[config.mk]
export PLATFORM = sky130hd
export DESIGN_NAME = product_bcd_display
export DESIGN_NICKNAME = d
export VERILOG_FILES = /design/src/rtl/product_bcd_display.sv
export SDC_FILE = /design/constraint.sdc
export NUM_CORES = 1
export LEC_CHECK = 0
export ABC_AREA = 1
export CAP_MARGIN = 20
export CORE_MARGIN = 2
export CORE_UTILIZATION = 50
export DETAILED_ROUTE_END_ITERATION = 10
export GPL_ROUTABILITY_DRIVEN = 0
export PLACE_DENSITY_LB_ADDON = 0.08
export SYNTH_ARGS = -nofsm -noshare
export SYNTH_HDL_FRONTEND = slang
export SYNTH_SLANG_ARGS = --single-unit
[constraint.sdc]
create_clock -name i_clk -period 1.9 [get_ports i_clk]
set_input_delay 0.38 -clock i_clk [delete_from_list [all_inputs] [get_ports i_clk]]
set_output_delay 0.38 -clock i_clk [all_outputs]
set_load 0.03 [all_outputs]
[src/rtl/product_bcd_display.sv]
// product_bcd_display
//   Output stage of the sequential multiplier. When the multiplier raises
//   i_ready, the block captures the product magnitude and sign. It converts
//   the magnitude to BCD with a double-dabble that handles one bit per clock.
//   It then scans the result onto a multiplexed, active-low seven-segment
//   display: DIGITS decimal digits plus one sign slot.
//
//   Ports
//     i_clk / i_rst : clock (rising edge), async active-low reset
//     i_product     : unsigned product magnitude, DW bits
//     i_sign        : product sign, 1 = negative
//     i_ready       : multiplier result valid (level; rising edge starts)
//     o_bcd         : last completed BCD result, digit 0 in [3:0]
//     o_sign        : sign of last result, forced 0 for a zero magnitude
//     o_valid       : o_bcd/o_sign hold a completed conversion
//     o_busy        : conversion in progress
//     o_seg         : segments {g,f,e,d,c,b,a}, active-low
//     o_an          : one-hot anodes, active-low, bit DIGITS = sign slot

// Per-digit cell. It holds the double-dabble add-3 correction for one
// accumulator nibble and the segment decoder for one displayed nibble.
module pbd_digit (
  input  logic [3:0] i_acc_nib,
  input  logic [3:0] i_disp_nib,
  input  logic       i_blank,
  output logic [3:0] o_adj,
  output logic [6:0] o_seg
);
  always_comb begin
    o_adj = (i_acc_nib >= 4'd5) ? i_acc_nib + 4'd3 : i_acc_nib;
    o_seg = 7'h7F;
    if (!i_blank) begin
      case (i_disp_nib)
        4'd0:    o_seg = 7'h40;
        4'd1:    o_seg = 7'h79;
        4'd2:    o_seg = 7'h24;
        4'd3:    o_seg = 7'h30;
        4'd4:    o_seg = 7'h19;
        4'd5:    o_seg = 7'h12;
        4'd6:    o_seg = 7'h02;
        4'd7:    o_seg = 7'h78;
        4'd8:    o_seg = 7'h00;
        4'd9:    o_seg = 7'h10;
        default: o_seg = 7'h7F;
      endcase
    end
  end
endmodule

module product_bcd_display #(
  parameter int DW       = 16,
  parameter int DIGITS   = 5,
  parameter int SCAN_DIV = 50000
) (
  input  logic                  i_clk,
  input  logic                  i_rst,
  input  logic [DW-1:0]         i_product,
  input  logic                  i_sign,
  input  logic                  i_ready,
  output logic [4*DIGITS-1:0]   o_bcd,
  output logic                  o_sign,
  output logic                  o_valid,
  output logic                  o_busy,
  output logic [6:0]            o_seg,
  output logic [DIGITS:0]       o_an
);
  localparam int CW = $clog2(DW + 1);
  localparam int BW = 4 * DIGITS;
  localparam int SW = $clog2(SCAN_DIV);
  localparam int IW = $clog2(DIGITS + 1);

  localparam logic [0:0] ST_IDLE = 1'b0;
  localparam logic [0:0] ST_CONV = 1'b1;

  logic [0:0]    state_q, state_d;
  logic          ready_q, ready_d;
  logic [DW-1:0] shift_q, shift_d;
  logic [BW-1:0] acc_q, acc_d;
  logic          sign_cap_q, sign_cap_d;
  logic [CW-1:0] cnt_q, cnt_d;
  logic [BW-1:0] bcd_q, bcd_d;
  logic          sign_q, sign_d;
  logic          valid_q, valid_d;
  logic          busy_q, busy_d;
  logic [SW-1:0] div_cnt_q, div_cnt_d;
  logic [IW-1:0] dig_idx_q, dig_idx_d;
  logic [DIGITS:0] an_q, an_d;
  logic [6:0]    seg_q, seg_d;

  logic [DIGITS-1:0][3:0] acc_adj;
  logic [DIGITS-1:0][6:0] dig_seg;
  logic [DIGITS:1]        lz;       // lz[k]: digit k and all above are zero
  logic [BW+DW-1:0]       cat_sh;
  logic                   start;

  assign lz[DIGITS] = 1'b1;

  genvar g;
  generate
    for (g = 0; g < DIGITS; g++) begin : g_dig
      logic blank;
      if (g == 0) begin : g_lsd
        // The least significant digit always shows, so zero reads as '0'.
        assign blank = 1'b0;
      end else begin : g_hi
        assign lz[g] = lz[g+1] & ~|bcd_q[4*g +: 4];
        assign blank = lz[g];
      end
      pbd_digit u_dig (
        .i_acc_nib  (acc_q[4*g +: 4]),
        .i_disp_nib (bcd_q[4*g +: 4]),
        .i_blank    (blank),
        .o_adj      (acc_adj[g]),
        .o_seg      (dig_seg[g])
      );
    end
  endgenerate

  // Apply the add-3 correction first, then shift the {bcd, binary} pair by one bit.
  assign cat_sh = {acc_adj, shift_q} << 1;
  assign start  = i_ready & ~ready_q & (state_q == ST_IDLE);
  assign ready_d = i_ready;

  always_comb begin
    state_d    = state_q;
    shift_d    = shift_q;
    acc_d      = acc_q;
    sign_cap_d = sign_cap_q;
    cnt_d      = cnt_q;
    bcd_d      = bcd_q;
    sign_d     = sign_q;
    valid_d    = valid_q;
    busy_d     = busy_q;
    case (state_q)
      ST_IDLE: begin
        if (start) begin
          shift_d    = i_product;
          acc_d      = '0;
          sign_cap_d = i_sign;
          cnt_d      = CW'(DW);
          busy_d     = 1'b1;
          valid_d    = 1'b0;
          state_d    = ST_CONV;
        end
      end
      default: begin
        acc_d   = cat_sh[BW+DW-1:DW];
        shift_d = cat_sh[DW-1:0];
        cnt_d   = cnt_q - 1'b1;
        // Publish only the finished value, so the display never sees partial sums.
        if (cnt_q == CW'(1)) begin
          bcd_d   = cat_sh[BW+DW-1:DW];
          sign_d  = sign_cap_q & |cat_sh[BW+DW-1:DW];
          valid_d = 1'b1;
          busy_d  = 1'b0;
          state_d = ST_IDLE;
        end
      end
    endcase
  end

  always_comb begin
    div_cnt_d = div_cnt_q + 1'b1;
    dig_idx_d = dig_idx_q;
    if (div_cnt_q == SW'(SCAN_DIV - 1)) begin
      div_cnt_d = '0;
      dig_idx_d = (dig_idx_q == IW'(DIGITS)) ? '0 : dig_idx_q + 1'b1;
    end
  end

  // The anode and segment values are registered, so they follow dig_idx by one clock.
  always_comb begin
    an_d  = '1;
    seg_d = 7'h7F;
    if (valid_q) begin
      for (int k = 0; k <= DIGITS; k++) begin
        if (dig_idx_q == IW'(k)) an_d[k] = 1'b0;
      end
      if (dig_idx_q == IW'(DIGITS)) begin
        seg_d = sign_q ? 7'h3F : 7'h7F;
      end else begin
        for (int k = 0; k < DIGITS; k++) begin
          if (dig_idx_q == IW'(k)) seg_d = dig_seg[k];
        end
      end
    end
  end

  always_ff @(posedge i_clk or negedge i_rst) begin
    if (!i_rst) begin
      state_q    <= ST_IDLE;
      ready_q    <= 1'b0;
      shift_q    <= '0;
      acc_q      <= '0;
      sign_cap_q <= 1'b0;
      cnt_q      <= '0;
      bcd_q      <= '0;
      sign_q     <= 1'b0;
      valid_q    <= 1'b0;
      busy_q     <= 1'b0;
      div_cnt_q  <= '0;
      dig_idx_q  <= '0;
      an_q       <= '1;
      seg_q      <= 7'h7F;
    end else begin
      state_q    <= state_d;
      ready_q    <= ready_d;
      shift_q    <= shift_d;
      acc_q      <= acc_d;
      sign_cap_q <= sign_cap_d;
      cnt_q      <= cnt_d;
      bcd_q      <= bcd_d;
      sign_q     <= sign_d;
      valid_q    <= valid_d;
      busy_q     <= busy_d;
      div_cnt_q  <= div_cnt_d;
      dig_idx_q  <= dig_idx_d;
      an_q       <= an_d;
      seg_q      <= seg_d;
    end
  end

  assign o_bcd   = bcd_q;
  assign o_sign  = sign_q;
  assign o_valid = valid_q;
  assign o_busy  = busy_q;
  assign o_seg   = seg_q;
  assign o_an    = an_q;
endmodule
==> results.cfg <==
[worst_setup_path]
path_depth = 1
worstSetupPathType = reg -> out
timing.critical_path.fanout_max = 4
critical_path.startpoint_type = flop
crit_path_cell_trace = clkdlybuf4s50_1
slowest_stage_cell_cp = sky130_fd_sc_hd__clkdlybuf4s50_1
timing.critical_path.required_ns = 1.52
worst_setup_path_endpoint = o_bcd[13]
critical_path_arrival_ns = 1.48
crit-reg2reg-launch = o_bcd[8]
setup.worst_path.start = o_bcd[13]
timing.rr.end = o_seg[6]
cp_num_buf_inv = 1
setup.worst_path.end_class = output port
r2r_cells = 9
critical-path-top-delay-family = buffers and inverters
slowest_delay_ns = 0.70
reg2reg_slack_ns = 0.14

[finish]
mostFrequentLayoutCells = 227 x sky130_fd_sc_hd__nand2_1, 86 x sky130_fd_sc_hd__dfrtp_1, 79 x sky130_fd_sc_hd__inv_1
layout_cells_sized_above_1_pct = 11.47
final_common_cell = sky130_fd_sc_hd__nand2_1
n_antenna_cell = 0
post-route-cell-area_mm2 = 0.007017
fin_nets = 891
layout-area-overhead-vs-synth_pct = 19.14

[detailed_routing]
drt.antenna.violating_nets = 0
drcViolationCount = 0
vias = 5192
detail_route.wirelength_mm = 13.64
detail_route.vias_per_cell = 5.298
firstDrtPassIters = 7
drt_iter0_markers = 460
avgRoutedWirePerCell_um = 13.92

[sta]
finalHoldViolCount = 0
tightest_slew_ns = 0.3997
post-route-period-util_pct = 97.90
timing_max_transition_violations_final = 0
max_freq_mhz = 537.6
maxSlewHeadroom_pct = 73.27
fin_skew_ns = 0.006474
final-setup-viol-count = 0
final_period_minus_worst_setup_slack_ns = 1.860

[floorplanning]
die_w_um = 112.5
floorplan.initialDensity_pct = 51.36
io-pin-count = 56
design.core.area_mm2 = 0.01147
floorplan.die.height_um = 112.5
die_area_mm2 = 0.01266
placementRows = 39

[clock_tree]
max-clock-path-buffers = 2
h_tree_depth_reported_by_cts = 3
cts_made_buffers = 9
clk_latency_ns = 0.35
tritoncts_clock_tree = built
clkSlewWorstSetupHoldPaths_ns = 0.07
clock-sinks = 99
ctsRootBufferMaster = sky130_fd_sc_hd__clkbuf_16

[synthesis]
yosys_warnings = 0
netlist_instances = 762
cell_types_with_the_largest_area_share_after_synthesis = sky130_fd_sc_hd__dfrtp_1 37%, sky130_fd_sc_hd__nand2_1 14%, sky130_fd_sc_hd__ha_1 8.3%, sky130_fd_sc_hd__dfstp_2 5.8%, sky130_fd_sc_hd__o21ai_0 5.4%
mappedNetlistNets = 821
dominantRegCellSynth = sky130_fd_sc_hd__dfrtp_1
synth_top_area_share_pct = 36.54
synth_sequential_area_ratio_pct = 42.34
synth.avg_cell_area_um2 = 7.729
synth.cell_area_mm2 = 0.005889
synth_edf_count = 0
synth_seq_cells = 99
ys_types = 41
asyncSetResetFlopFracSynth_pct = 100.0
synth_top_cell_by_area = sky130_fd_sc_hd__dfrtp_1

[pwr]
report.power.total_mw = 11.18
p_leak_nw = 3.535
power_density_mw_per_mm2 = 1593
power.ir.vdd_worst_uv = 1178

[placement]
post_dp_cell_area_mm2 = 0.006714
place_hpwl_mm = 10.47
port-buffer-count = 55

[hold_path]
min_path_type = in -> async

[grt]
gr-total-overflow = 0
grt_first_pass_wirelength_mm = 23.90
global_route.usage.total_pct = 23.28
antenna_found_initial = 0
grt_max_degree = 31
first_global_vias = 5081

[status]
run_status = finished clean

[run]
drv_cap = 0
==> kinds of logic (layout without fill, tap and decap cells) <==
family                   count (synthesis)  count (layout)  share of synthesized area, %
flip-flops                              99              99                         42.34
AO/OA/AOI/OAI                          120             120                         11.39
buffers and inverters                  119             194                         7.861
AND/OR/NAND/NOR                        377             377                         28.94
adder cells (fa/ha/maj)                 39              39                         8.286
XOR/XNOR                                 8               8                         1.190
==> report_power, final <==
group          switching, mW  total, mW  internal (mW)
registers              0.646       3.51           2.86
clock network          0.818       1.89           1.07
logic                   3.72       5.78           2.06
total                   5.19       11.2           5.99
==> cell type report <==
class	instances	area [µm²]
clock buffer	12	246.5
clock inverter	4	56.30
fill	998	4451
multi-input combinational	544	2939
inverter	102	385.4
timing repair buffer	76	716.9
tap	143	178.9
sequential	99	2494
==> routing by layer <==
layer,vias to the layer above,routed length [µm],global-route usage (%)
met3,13,560,5.886
met1,2446,6220,29.45
met5,-,0,0
li1,2619,-,-
met2,114,6711,40.16
met4,0,145,5.772
==> worst min-delay path by stage <==
stage	endpoint	slack, ns	depth (start not counted)
6_report	div_cnt_q[14]	0.47	2
5_1_grt	div_cnt_q[9]	0.50	2
4_1_cts	div_cnt_q[9]	0.48	2
2_1_floorplan	acc_q[0]	0.08	0
3_5_place_dp	div_cnt_q[14]	0.32	1
3_3_place_gp	div_cnt_q[14]	0.31	1
==> timing repair <==
action / CTS / global route
buffers inserted: 0 / 0
gates resized for setup: 25 / 12
hold buffers: 1 / 0
setup endpoints to repair: 25 / 12
hold endpoints to repair: 21 / 0
==> registers in the layout, indices dropped and copies added, names as in the netlist <==
register    cells
acc_q          20
o_bcd          20
div_cnt_q      16
shift_q        16
o_seg           7
o_an            6
cnt_q           5
dig_idx_q       3
o_busy          1
o_sign          1
o_valid         1
ready_q         1
sign_cap_q      1
state_q         1
==> cell usage after synthesis, drive strengths merged, types with 8 or more instances <==
cell type,number
dfstp,13
nand3,53
nand4,16
a21oi,19
o211ai,17
o21ai,70
dfrtp,86
buf,10
nor3,9
nor2,55
nand2,229
inv,102
xor2,8
ha,39
o22ai,10
==> stage by stage <==
stage	util, %	cells	setup TNS (ns)	setup slack, ns	hold WS (ns)
finish	61.19	980	0	0.03991	0.4741
CTS	61.00	980	0	0.003328	0.4802
global placement	58.55	963	0	0.1261	0.3120
detailed placement	58.55	963	0	0.1136	0.3180
global route	61.19	980	-0.002224	-0.002224	0.4958
floorplan	-	762	0	0.2337	0.08441
Power figures use the tool's default switching activity.
